File: src/rtl/rename_regfile_if.sv
// Decoder read, rename, commit and flush bundle for the rename register file.
// Combinational read path; commit/rename sampled on the clock edge.
// No flow control on any of these signals.
interface rename_regfile_if #(
    parameter int REG_NUM = 32,
    parameter int DATA_W  = 32,
    parameter int ROB_W   = 4,
    parameter int NUM_RD  = 2,
    parameter int NUM_CMT = 1
);
    localparam int REG_W = $clog2(REG_NUM);

    logic                      in_rename_flag;
    logic [REG_W-1:0]          in_rename_reg;
    logic [ROB_W-1:0]          in_rename_rob;
    logic [NUM_RD*REG_W-1:0]   in_rd_reg;
    logic [NUM_RD*DATA_W-1:0]  out_rd_value;
    logic [NUM_RD*ROB_W-1:0]   out_rd_rob;
    logic [NUM_RD-1:0]         out_rd_busy;
    logic [NUM_CMT-1:0]        in_cmt_valid;
    logic [NUM_CMT*REG_W-1:0]  in_cmt_reg;
    logic [NUM_CMT*ROB_W-1:0]  in_cmt_rob;
    logic [NUM_CMT*DATA_W-1:0] in_cmt_value;
    logic                      in_rob_xbp;
    logic [REG_W:0]            out_busy_cnt;

    modport master (
        output in_rename_flag, in_rename_reg, in_rename_rob, in_rd_reg,
               in_cmt_valid, in_cmt_reg, in_cmt_rob, in_cmt_value, in_rob_xbp,
        input  out_rd_value, out_rd_rob, out_rd_busy, out_busy_cnt
    );

    modport slave (
        input  in_rename_flag, in_rename_reg, in_rename_rob, in_rd_reg,
               in_cmt_valid, in_cmt_reg, in_cmt_rob, in_cmt_value, in_rob_xbp,
        output out_rd_value, out_rd_rob, out_rd_busy, out_busy_cnt
    );
endinterface

File: src/rtl/rename_regfile.sv
// Architectural register file with rename tags, busy bits and commit forwarding.
// Reads are combinational (0 cycles); writes, renames and busy count update on the edge.
// No backpressure; rdy=0 freezes all state.
module rename_regfile #(
    parameter int REG_NUM = 32,
    parameter int DATA_W  = 32,
    parameter int ROB_W   = 4,
    parameter int NUM_RD  = 2,
    parameter int NUM_CMT = 1
) (
    input  logic              clk,
    input  logic              rst,
    input  logic              rdy,
    rename_regfile_if.slave   bus
);
    localparam int REG_W = $clog2(REG_NUM);

    logic [DATA_W-1:0] values_q [REG_NUM];
    logic [DATA_W-1:0] values_d [REG_NUM];
    logic [ROB_W-1:0]  rename_q [REG_NUM];
    logic [ROB_W-1:0]  rename_d [REG_NUM];
    logic [REG_NUM-1:0] busy_q, busy_d;
    logic [REG_W:0]     cnt_d, busy_cnt_q;

    always_comb begin
        values_d = values_q;
        rename_d = rename_q;
        busy_d   = busy_q;
        // Ascending port order lets the younger commit's value land last.
        for (int c = 0; c < NUM_CMT; c++) begin
            if (bus.in_cmt_valid[c] && bus.in_cmt_reg[c*REG_W +: REG_W] != '0) begin
                values_d[bus.in_cmt_reg[c*REG_W +: REG_W]] = bus.in_cmt_value[c*DATA_W +: DATA_W];
                if (rename_q[bus.in_cmt_reg[c*REG_W +: REG_W]] == bus.in_cmt_rob[c*ROB_W +: ROB_W])
                    busy_d[bus.in_cmt_reg[c*REG_W +: REG_W]] = 1'b0;
            end
        end
        if (bus.in_rob_xbp) begin
            busy_d = '0;
            for (int r = 0; r < REG_NUM; r++) rename_d[r] = '0;
        end else if (bus.in_rename_flag && bus.in_rename_reg != '0) begin
            busy_d[bus.in_rename_reg]   = 1'b1;
            rename_d[bus.in_rename_reg] = bus.in_rename_rob;
        end
        cnt_d = '0;
        for (int r = 0; r < REG_NUM; r++) cnt_d = cnt_d + {{REG_W{1'b0}}, busy_d[r]};
    end

    always_ff @(posedge clk or negedge rst) begin
        if (!rst) begin
            for (int r = 0; r < REG_NUM; r++) begin
                values_q[r] <= '0;
                rename_q[r] <= '0;
            end
            busy_q     <= '0;
            busy_cnt_q <= '0;
        end else if (rdy) begin
            values_q   <= values_d;
            rename_q   <= rename_d;
            busy_q     <= busy_d;
            busy_cnt_q <= cnt_d;
        end
    end

    for (genvar i = 0; i < NUM_RD; i++) begin : g_rd
        logic [REG_W-1:0]  rr;
        logic [DATA_W-1:0] v;
        logic              b;

        assign rr = bus.in_rd_reg[i*REG_W +: REG_W];

        always_comb begin
            v = values_q[rr];
            b = busy_q[rr];
            if (busy_q[rr]) begin
                for (int c = 0; c < NUM_CMT; c++) begin
                    if (bus.in_cmt_valid[c] && bus.in_cmt_reg[c*REG_W +: REG_W] == rr &&
                        bus.in_cmt_rob[c*ROB_W +: ROB_W] == rename_q[rr]) begin
                        v = bus.in_cmt_value[c*DATA_W +: DATA_W];
                        b = 1'b0;
                    end
                end
            end
            if (rr == '0) begin
                v = '0;
                b = 1'b0;
            end
        end

        assign bus.out_rd_value[i*DATA_W +: DATA_W] = v;
        assign bus.out_rd_rob[i*ROB_W +: ROB_W]     = (rr == '0) ? '0 : rename_q[rr];
        assign bus.out_rd_busy[i]                   = b;
    end

    assign bus.out_busy_cnt = busy_cnt_q;
endmodule

File: src/flat_wrapper.sv
// flat-port wrapper written by rule: the top's interface ports become plain ports
module rename_regfile_flat 
#(
    parameter int REG_NUM = 32,
    parameter int DATA_W  = 32,
    parameter int ROB_W   = 4,
    parameter int NUM_RD  = 2,
    parameter int NUM_CMT = 1
)
  (clk, rst, rdy, bus_in_rename_flag, bus_in_rename_reg, bus_in_rename_rob, bus_in_rd_reg, bus_in_cmt_valid, bus_in_cmt_reg, bus_in_cmt_rob, bus_in_cmt_value, bus_in_rob_xbp, bus_out_rd_value, bus_out_rd_rob, bus_out_rd_busy, bus_out_busy_cnt);
  rename_regfile_if #(.REG_NUM(REG_NUM), .DATA_W(DATA_W), .ROB_W(ROB_W), .NUM_RD(NUM_RD), .NUM_CMT(NUM_CMT)) bus_i ();
  input  logic clk;
  input  logic rst;
  input  logic rdy;
  input wire logic [$bits(bus_i.in_rename_flag)-1:0] bus_in_rename_flag;
  input wire logic [$bits(bus_i.in_rename_reg)-1:0] bus_in_rename_reg;
  input wire logic [$bits(bus_i.in_rename_rob)-1:0] bus_in_rename_rob;
  input wire logic [$bits(bus_i.in_rd_reg)-1:0] bus_in_rd_reg;
  input wire logic [$bits(bus_i.in_cmt_valid)-1:0] bus_in_cmt_valid;
  input wire logic [$bits(bus_i.in_cmt_reg)-1:0] bus_in_cmt_reg;
  input wire logic [$bits(bus_i.in_cmt_rob)-1:0] bus_in_cmt_rob;
  input wire logic [$bits(bus_i.in_cmt_value)-1:0] bus_in_cmt_value;
  input wire logic [$bits(bus_i.in_rob_xbp)-1:0] bus_in_rob_xbp;
  output wire logic [$bits(bus_i.out_rd_value)-1:0] bus_out_rd_value;
  output wire logic [$bits(bus_i.out_rd_rob)-1:0] bus_out_rd_rob;
  output wire logic [$bits(bus_i.out_rd_busy)-1:0] bus_out_rd_busy;
  output wire logic [$bits(bus_i.out_busy_cnt)-1:0] bus_out_busy_cnt;
  assign bus_i.in_rename_flag = bus_in_rename_flag;
  assign bus_i.in_rename_reg = bus_in_rename_reg;
  assign bus_i.in_rename_rob = bus_in_rename_rob;
  assign bus_i.in_rd_reg = bus_in_rd_reg;
  assign bus_i.in_cmt_valid = bus_in_cmt_valid;
  assign bus_i.in_cmt_reg = bus_in_cmt_reg;
  assign bus_i.in_cmt_rob = bus_in_cmt_rob;
  assign bus_i.in_cmt_value = bus_in_cmt_value;
  assign bus_i.in_rob_xbp = bus_in_rob_xbp;
  assign bus_out_rd_value = bus_i.out_rd_value;
  assign bus_out_rd_rob = bus_i.out_rd_rob;
  assign bus_out_rd_busy = bus_i.out_rd_busy;
  assign bus_out_busy_cnt = bus_i.out_busy_cnt;
  rename_regfile #(.REG_NUM(REG_NUM), .DATA_W(DATA_W), .ROB_W(ROB_W), .NUM_RD(NUM_RD), .NUM_CMT(NUM_CMT)) u_core (.clk(clk), .rst(rst), .rdy(rdy), .bus(bus_i));
endmodule
File: config.mk
export PLATFORM = sky130hd
export DESIGN_NAME = rename_regfile_flat
export DESIGN_NICKNAME = d
export VERILOG_FILES = /design/src/rtl/rename_regfile_if.sv /design/src/rtl/rename_regfile.sv /design/src/flat_wrapper.sv
export SDC_FILE = /design/constraint.sdc
export NUM_CORES = 2
export LEC_CHECK = 0
export CAP_MARGIN = 20
export CORE_ASPECT_RATIO = 0.7
export CORE_MARGIN = 3
export CORE_UTILIZATION = 40
export CTS_BUF_LIST = sky130_fd_sc_hd__clkbuf_8 sky130_fd_sc_hd__clkbuf_16
export DETAILED_ROUTE_END_ITERATION = 12
export GPL_ROUTABILITY_DRIVEN = 1
export MAX_ROUTING_LAYER = met4
export SYNTH_ARGS = -nofsm -noshare
export SYNTH_HDL_FRONTEND = slang
export SYNTH_SLANG_ARGS = --single-unit
export TNS_END_PERCENT = 20
File: constraint.sdc
create_clock -name clk -period 12.1 [get_ports clk]
set_input_delay 2.42 -clock clk [delete_from_list [all_inputs] [get_ports clk]]
set_output_delay 2.42 -clock clk [all_outputs]
set_load 0.01 [all_outputs]
## Word-level counts from Yosys, hierarchy flattened

Index checks and enable logic that the tools add are counted.

- $add $sub $neg: 31
- Multiply operators: 0
- Div/mod/pow operators: 0
- Magnitude comparators: 12
- Equal/unequal tests: 5
- Shift operators: 0
- Mux-type cells: 49
- Bitwise operators: 7
- Reduce and logical (&&, ||, !) cells: 17

Operators with widths:

| operator | count |
|---|---|
| bitwise mux 1024 bit | 1 |
| two-way mux 32 bit | 15 |
| binary-select mux 32 bit (select 5 bit) | 2 |
| two-way mux 128 bit | 2 |
| adder 6 x 1 -> 6 bit | 30 |
| demux 32 bit (select 5 bit) | 1 |
| bitwise mux 128 bit | 1 |
| binary-select mux 4 bit (select 5 bit) | 3 |
| two-way mux 4 bit | 9 |
| AND 32 bit | 1 |
| inverter 32 bit | 1 |
| OR 32 bit | 1 |
| >= comparator 6 bit (second input constant) | 4 |
| < comparator 5 x 6 -> 1 bit (second input constant) | 4 |
| inverter 5 -> 6 bit | 4 |
| demux 4 bit (select 5 bit) | 1 |
| equality test 4 bit | 3 |
| < comparator 6 x 1 -> 1 bit (second input constant) | 2 |
| binary-select mux 1 bit (select 5 bit) | 2 |
| demux 1 bit (select 5 bit) | 2 |
| equality test 5 bit | 2 |
| >= comparator 5 x 1 -> 1 bit (second input constant) | 2 |
| logical AND 1 bit | 10 |
| zero test 5 bit | 2 |
| 5 further kinds | 16 |

- Bits in registers: 1190
- Latch bits: 0
- Memory bits (writable): 0
- Bits in read-only memories: 0
- Input port bits: 66
- Output and inout port bits: 80
- Word-level logic and storage cells: 187
- Memories: 0

## Longest topological paths before layout

- Depth after elaboration: 42
- Gate-level depth with buffers: 31
- Mapped depth without buffers: 26

## Least setup slack after synthesis

Ideal clock, no wire load.

- Path type: input -> register
- Start point: input bus_in_cmt_reg[1]
- End point: register u_core.busy_cnt_q[4] (netlist: u_core.bus.out_busy_cnt[4])
- Setup time: 125 ps
- Data arrival time: 9122 ps
- Path slack: 2853 ps
- Stages on the path: 30
- Buffers on the path: 5
- Cell sequence: buf_2 > buf_4 > buf_2 > buf_4 > mux2i_1 > o22ai_1 > nor4_1 > nand2_1 > xnor2_1 > and4_1 > buf_2 > a31o_2 > nand2_1 > ha_1 > inv_1 > fa_1 > fa_1 > fa_1 > fa_1 > fa_1 > inv_1 > fa_1 > inv_1 > fa_1 > inv_1 > fa_1 > a21o_1 > a21oi_1 > xnor2_1 > mux2_2

- Longest elaborated chain between the ends: 42
- Elaborated cells on any way between the ends: 50
- Classes of those cells: add/sub: 31; order compare: 2; eq/ne: 1; mux: 9; bitwise: 4; reduce/logical: 3

RTL lines:

| item | line | text |
|---|---|---|
| start: declaration | flat_wrapper.sv:20 | `input wire logic [$bits(bus_i.in_cmt_reg)-1:0] bus_in_cmt_reg;` |
| < comparator 5 x 6 -> 1 bit (not written as such) or >= comparator 5 x 1 -> 1 bit (tied branches) | rename_regfile.sv:34 | `busy_d[bus.in_cmt_reg[c*REG_W +: REG_W]] = 1'b0;` |
| logical AND 1 bit (not written as such) | rename_regfile.sv:34 |  |
| two-way mux 1 bit (not written as such) | rename_regfile.sv:34 |  |
| demux 1 bit (select 5 bit) | -- |  |
| inverter 32 bit (no line) | -- |  |
| AND 32 bit (no line) | -- |  |
| two-way mux 32 bit | rename_regfile.sv:33 | `if (rename_q[bus.in_cmt_reg[c*REG_W +: REG_W]] == bus.in_cmt_rob[c*ROB_W +: ROB_W])` |
| two-way mux 32 bit * | rename_regfile.sv:31 | `if (bus.in_cmt_valid[c] && bus.in_cmt_reg[c*REG_W +: REG_W] != '0) begin` |
| OR 32 bit (no line) | -- |  |
| two-way mux 32 bit * | rename_regfile.sv:40 | `end else if (bus.in_rename_flag && bus.in_rename_reg != '0) begin` |
| two-way mux 32 bit * | rename_regfile.sv:37 | `if (bus.in_rob_xbp) begin` |
| named net u_core.busy_d[1] | rename_regfile.sv:22 | `logic [REG_NUM-1:0] busy_q, busy_d;` |
| adder 1 x 1 -> 2 bit * | rename_regfile.sv:45 | `for (int r = 0; r < REG_NUM; r++) cnt_d = cnt_d + {{REG_W{1'b0}}, busy_d[r]};` |
| adder 6 x 1 -> 6 bit * (30 in a row) | rename_regfile.sv:45 |  |
| end signal: assignment | rename_regfile.sv:60 | `busy_cnt_q <= cnt_d;` |
| end: declaration | rename_regfile.sv:23 | `logic [REG_W:0] cnt_d, busy_cnt_q;` |

The timed path passes the listed nets; every way through them passes the cells marked *. The select of a mux whose other input is x is not followed.
A chain may end at the register's enable or synchronous reset.

## Final worst setup path

- Start point: input bus_in_cmt_reg[3]
- End point: register u_core.busy_cnt_q[4] (netlist: u_core.bus.out_busy_cnt[4])

Same word-level chain as after synthesis.

==> flow_summary.ini <==
[critical_path]
cpLargestDelayFamily = adder cells
reg2reg_setup_slack_ns = 4.29
required_ns = 12.76
cp-start-kind = input port
critPathMaxStageDelay_ns = 1.03
crit_slowest_cell = clkdlybuf4s50_1
r2r-end = u_core.bus.out_busy_cnt[4]
cpMostUsedCell = fa_1
endpoint_kind = flop
regToRegStartpoint = u_core.rename_q[6]
crit_buf_inv = 5
critPathArrivalTime_ns = 10.85
worst_r2r_path_depth = 25
critPathMaxFanout = 26
path_class = in -> reg

[sta]
drv_slew = 0
fin_skew_ns = 0.0234
tightest_slew_ns = 1.18
hold_viol_final = 0
rsz0062_at_grt = no
post-route-period-util = 0.842
setup_ws_ns = 1.91
min_period_ns = 10.19
max_freq_mhz = 98.2
max-slew-margin-rel = 0.212
setup_violations = 0
tns_ns = 0

[cts]
cts_setup_buffers = 0
path_clk_slew_ns = 0.06
clock-sinks = 1190
clk_path_buf_depth = 3
cts_made_buffers = 119
cts_root_buf = clkbuf_16
worstSkewPairLatency_ns = 0.78
htreeDepth = 3
hold_buffers = 0
cts_tree = yes
cts_resized = 0

[global_route]
gr-total-overflow = 0
grt_pass1_vias = 45100
grt_pass1_wl_um = 325000
antenna_found_initial = 10
track_usage = 0.263
grt_max_degree = 177

[floorplan]
die_w_um = 496
core_area_mm2 = 0.167
initial_core_util = 0.404
die_h_um = 349
row_count = 125
dieArea_mm2 = 0.173
io_pins = 146

[synth]
yosys_warnings = 0
synthTopCellsByCount = dfrtp_1, mux2_2, mux4_2
synthArstFlopShare = 1.00
synth_top_area_share = 0.442
syn_nets = 4783
netlist_instances = 4685
synth_edf_count = 0
yosys.area.top_type = dfrtp_1
synth.ff_latch_count = 1190
ys_types = 67
synthTopCellsByArea = dfrtp_1, mux4_2, mux2_2, mux2i_1, clkbuf_1
syn_area_per_cell_um2 = 14.4
ys_seq_area_frac = 0.442
ys.flop_type = dfrtp_1
yosys.cell_count.top_type = dfrtp_1
syn_area_mm2 = 0.0673

[run_status]
status = finished clean

[placed_design]
place_area_mm2 = 0.0707
dp_hpwl_um = 126000
dp_cells = 6655
portBuffers = 145
place_ws_ns = 1.23
gp_congestion = 0.943

[pwr]
ir_drop_uv = 327
leakagePower_nw = 32.1
swShare = 0.287
p_switching_mw = 3.18
p_per_area_mw_per_mm2 = 147
seq_power_share = 0.434
combPwrFrac = 0.223
p_int_mw = 7.88
pwr-share-clk = 0.343

[cells_and_area]
multi_input_area_mm2 = 0.0355
drive_above_1_share = 0.463
layout.nets = 4670
design_area_mm2 = 0.0751
fin_util = 0.451
nFillCells = 14600
layout.area.seq_mm2 = 0.0298
syn2layout_area_growth_pct = 11.6
final_cells = 6895

[flow_run]
maxCapViolations = 0

[worst_hold_path]
hold_end = u_core.values_q[1004]
min_path_cells = 0
hold_class = reg -> reg
hp-start = u_core.values_q[1004]

[route]
num_vias = 44900
drt_iter0_drc = 5088
avgViaCountPerCell = 6.51
drtAntennaViolNets = 0
dr.pass1.iters = 5
wl_per_cell_um = 32.1
drc_errors = 0
wl_um = 222000
[kinds of logic (layout without fill, tap and decap cells)]
| logic type | after synthesis | in the layout | share of synthesized area |
|---|---|---|---|
| flip-flops | 1190 | 1190 | 0.442 |
| AND/OR/NAND/NOR | 614 | 614 | 0.0466 |
| multiplexers | 1843 | 1843 | 0.424 |
| adder cells (fa/ha/maj) | 32 | 32 | 0.00862 |
| buffers and inverters | 566 | 548 | 0.0359 |
| AO/OA/AOI/OAI | 416 | 416 | 0.0396 |
| other | 0 | 6 | 0 |
| XOR/XNOR | 24 | 24 | 0.00323 |
[metal layers]
layer / vias up / wire, um / share of wire / track usage
li1: 17900 / - / - / -
met1: 24400 / 98200 / 0.44 / 0.383
met2: 2209 / 95300 / 0.43 / 0.364
met3: 412 / 21200 / 0.096 / 0.0656
met4: 0 / 6910 / 0.031 / 0.0747
met5: - / 0 / 0 / -
[state kept, by name, indices dropped and copies added, names as in the netlist]
register,cells
u_core.busy_q,32
u_core.values_q,1024
u_core.rename_q,128
u_core.bus.out_busy_cnt,6
[metrics by stage]
stage	total power, mW	hold WS, ns
after floorplan	6.51	0.441
final	11.1	0.390
after detailed placement	7.30	0.383
after global routing	11.6	0.408
after CTS	11.1	0.397
after global placement	7.25	0.377
[worst max-delay path by stage]
stage,start,to,slack (ns),cells after the start
final,bus_in_cmt_reg[3],u_core.bus.out_busy_cnt[4],1.91,26
after global routing,bus_in_cmt_reg[3],u_core.bus.out_busy_cnt[4],1.56,26
after detailed placement,bus_in_cmt_reg[3],u_core.bus.out_busy_cnt[4],1.23,26
after CTS,bus_in_rd_reg[7],bus_out_rd_value[59],2.05,11
after global placement,bus_in_cmt_reg[3],u_core.bus.out_busy_cnt[4],1.24,26
after floorplan,bus_in_cmt_reg[1],u_core.bus.out_busy_cnt[4],2.85,30
[placed cells by master, fill, tap and decap left out, types with 23 or more instances in the layout]
cell	netlist	routed
mux2_2	1014	1014
clkbuf_16	0	127
nand2_1	97	89
nor2_1	181	157
inv_1	53	75
clkdlybuf4s50_1	0	134
a21oi_2	30	30
a21oi_1	38	38
clkbuf_8	0	31
fa_1	24	24
a31o_2	23	23
mux2i_1	124	123
buf_4	11	108
dfrtp_1	1190	1190
o22ai_1	42	42
a31oi_1	40	40
mux4_2	705	705
nor2_4	0	24
nor3_1	65	65
o21ai_0	153	153
nand3_1	134	134
[power groups by stage]
stage | registers (mW) | logic (mW) | clock network [mW]
after floorplan | 4.74 | 1.77 | 0
after global placement | 4.82 | 2.43 | 0
after detailed placement | 4.85 | 2.45 | 0
after CTS | 4.78 | 2.46 | 3.86
after global routing | 4.85 | 2.69 | 4.03
final | 4.79 | 2.47 | 3.79
[cell type report]
cell class / count / area share
repair buffers: 277 / 0.0384
clock buffers: 150 / 0.0455
multi-input cells: 2929 / 0.472
inverters: 55 / 0.00285
well taps: 2222 / 0.0370
clock inverters: 66 / 0.00754
flip-flops and latches: 1190 / 0.396
diodes: 6 / 0.000200
Power figures use the tool's default switching activity.
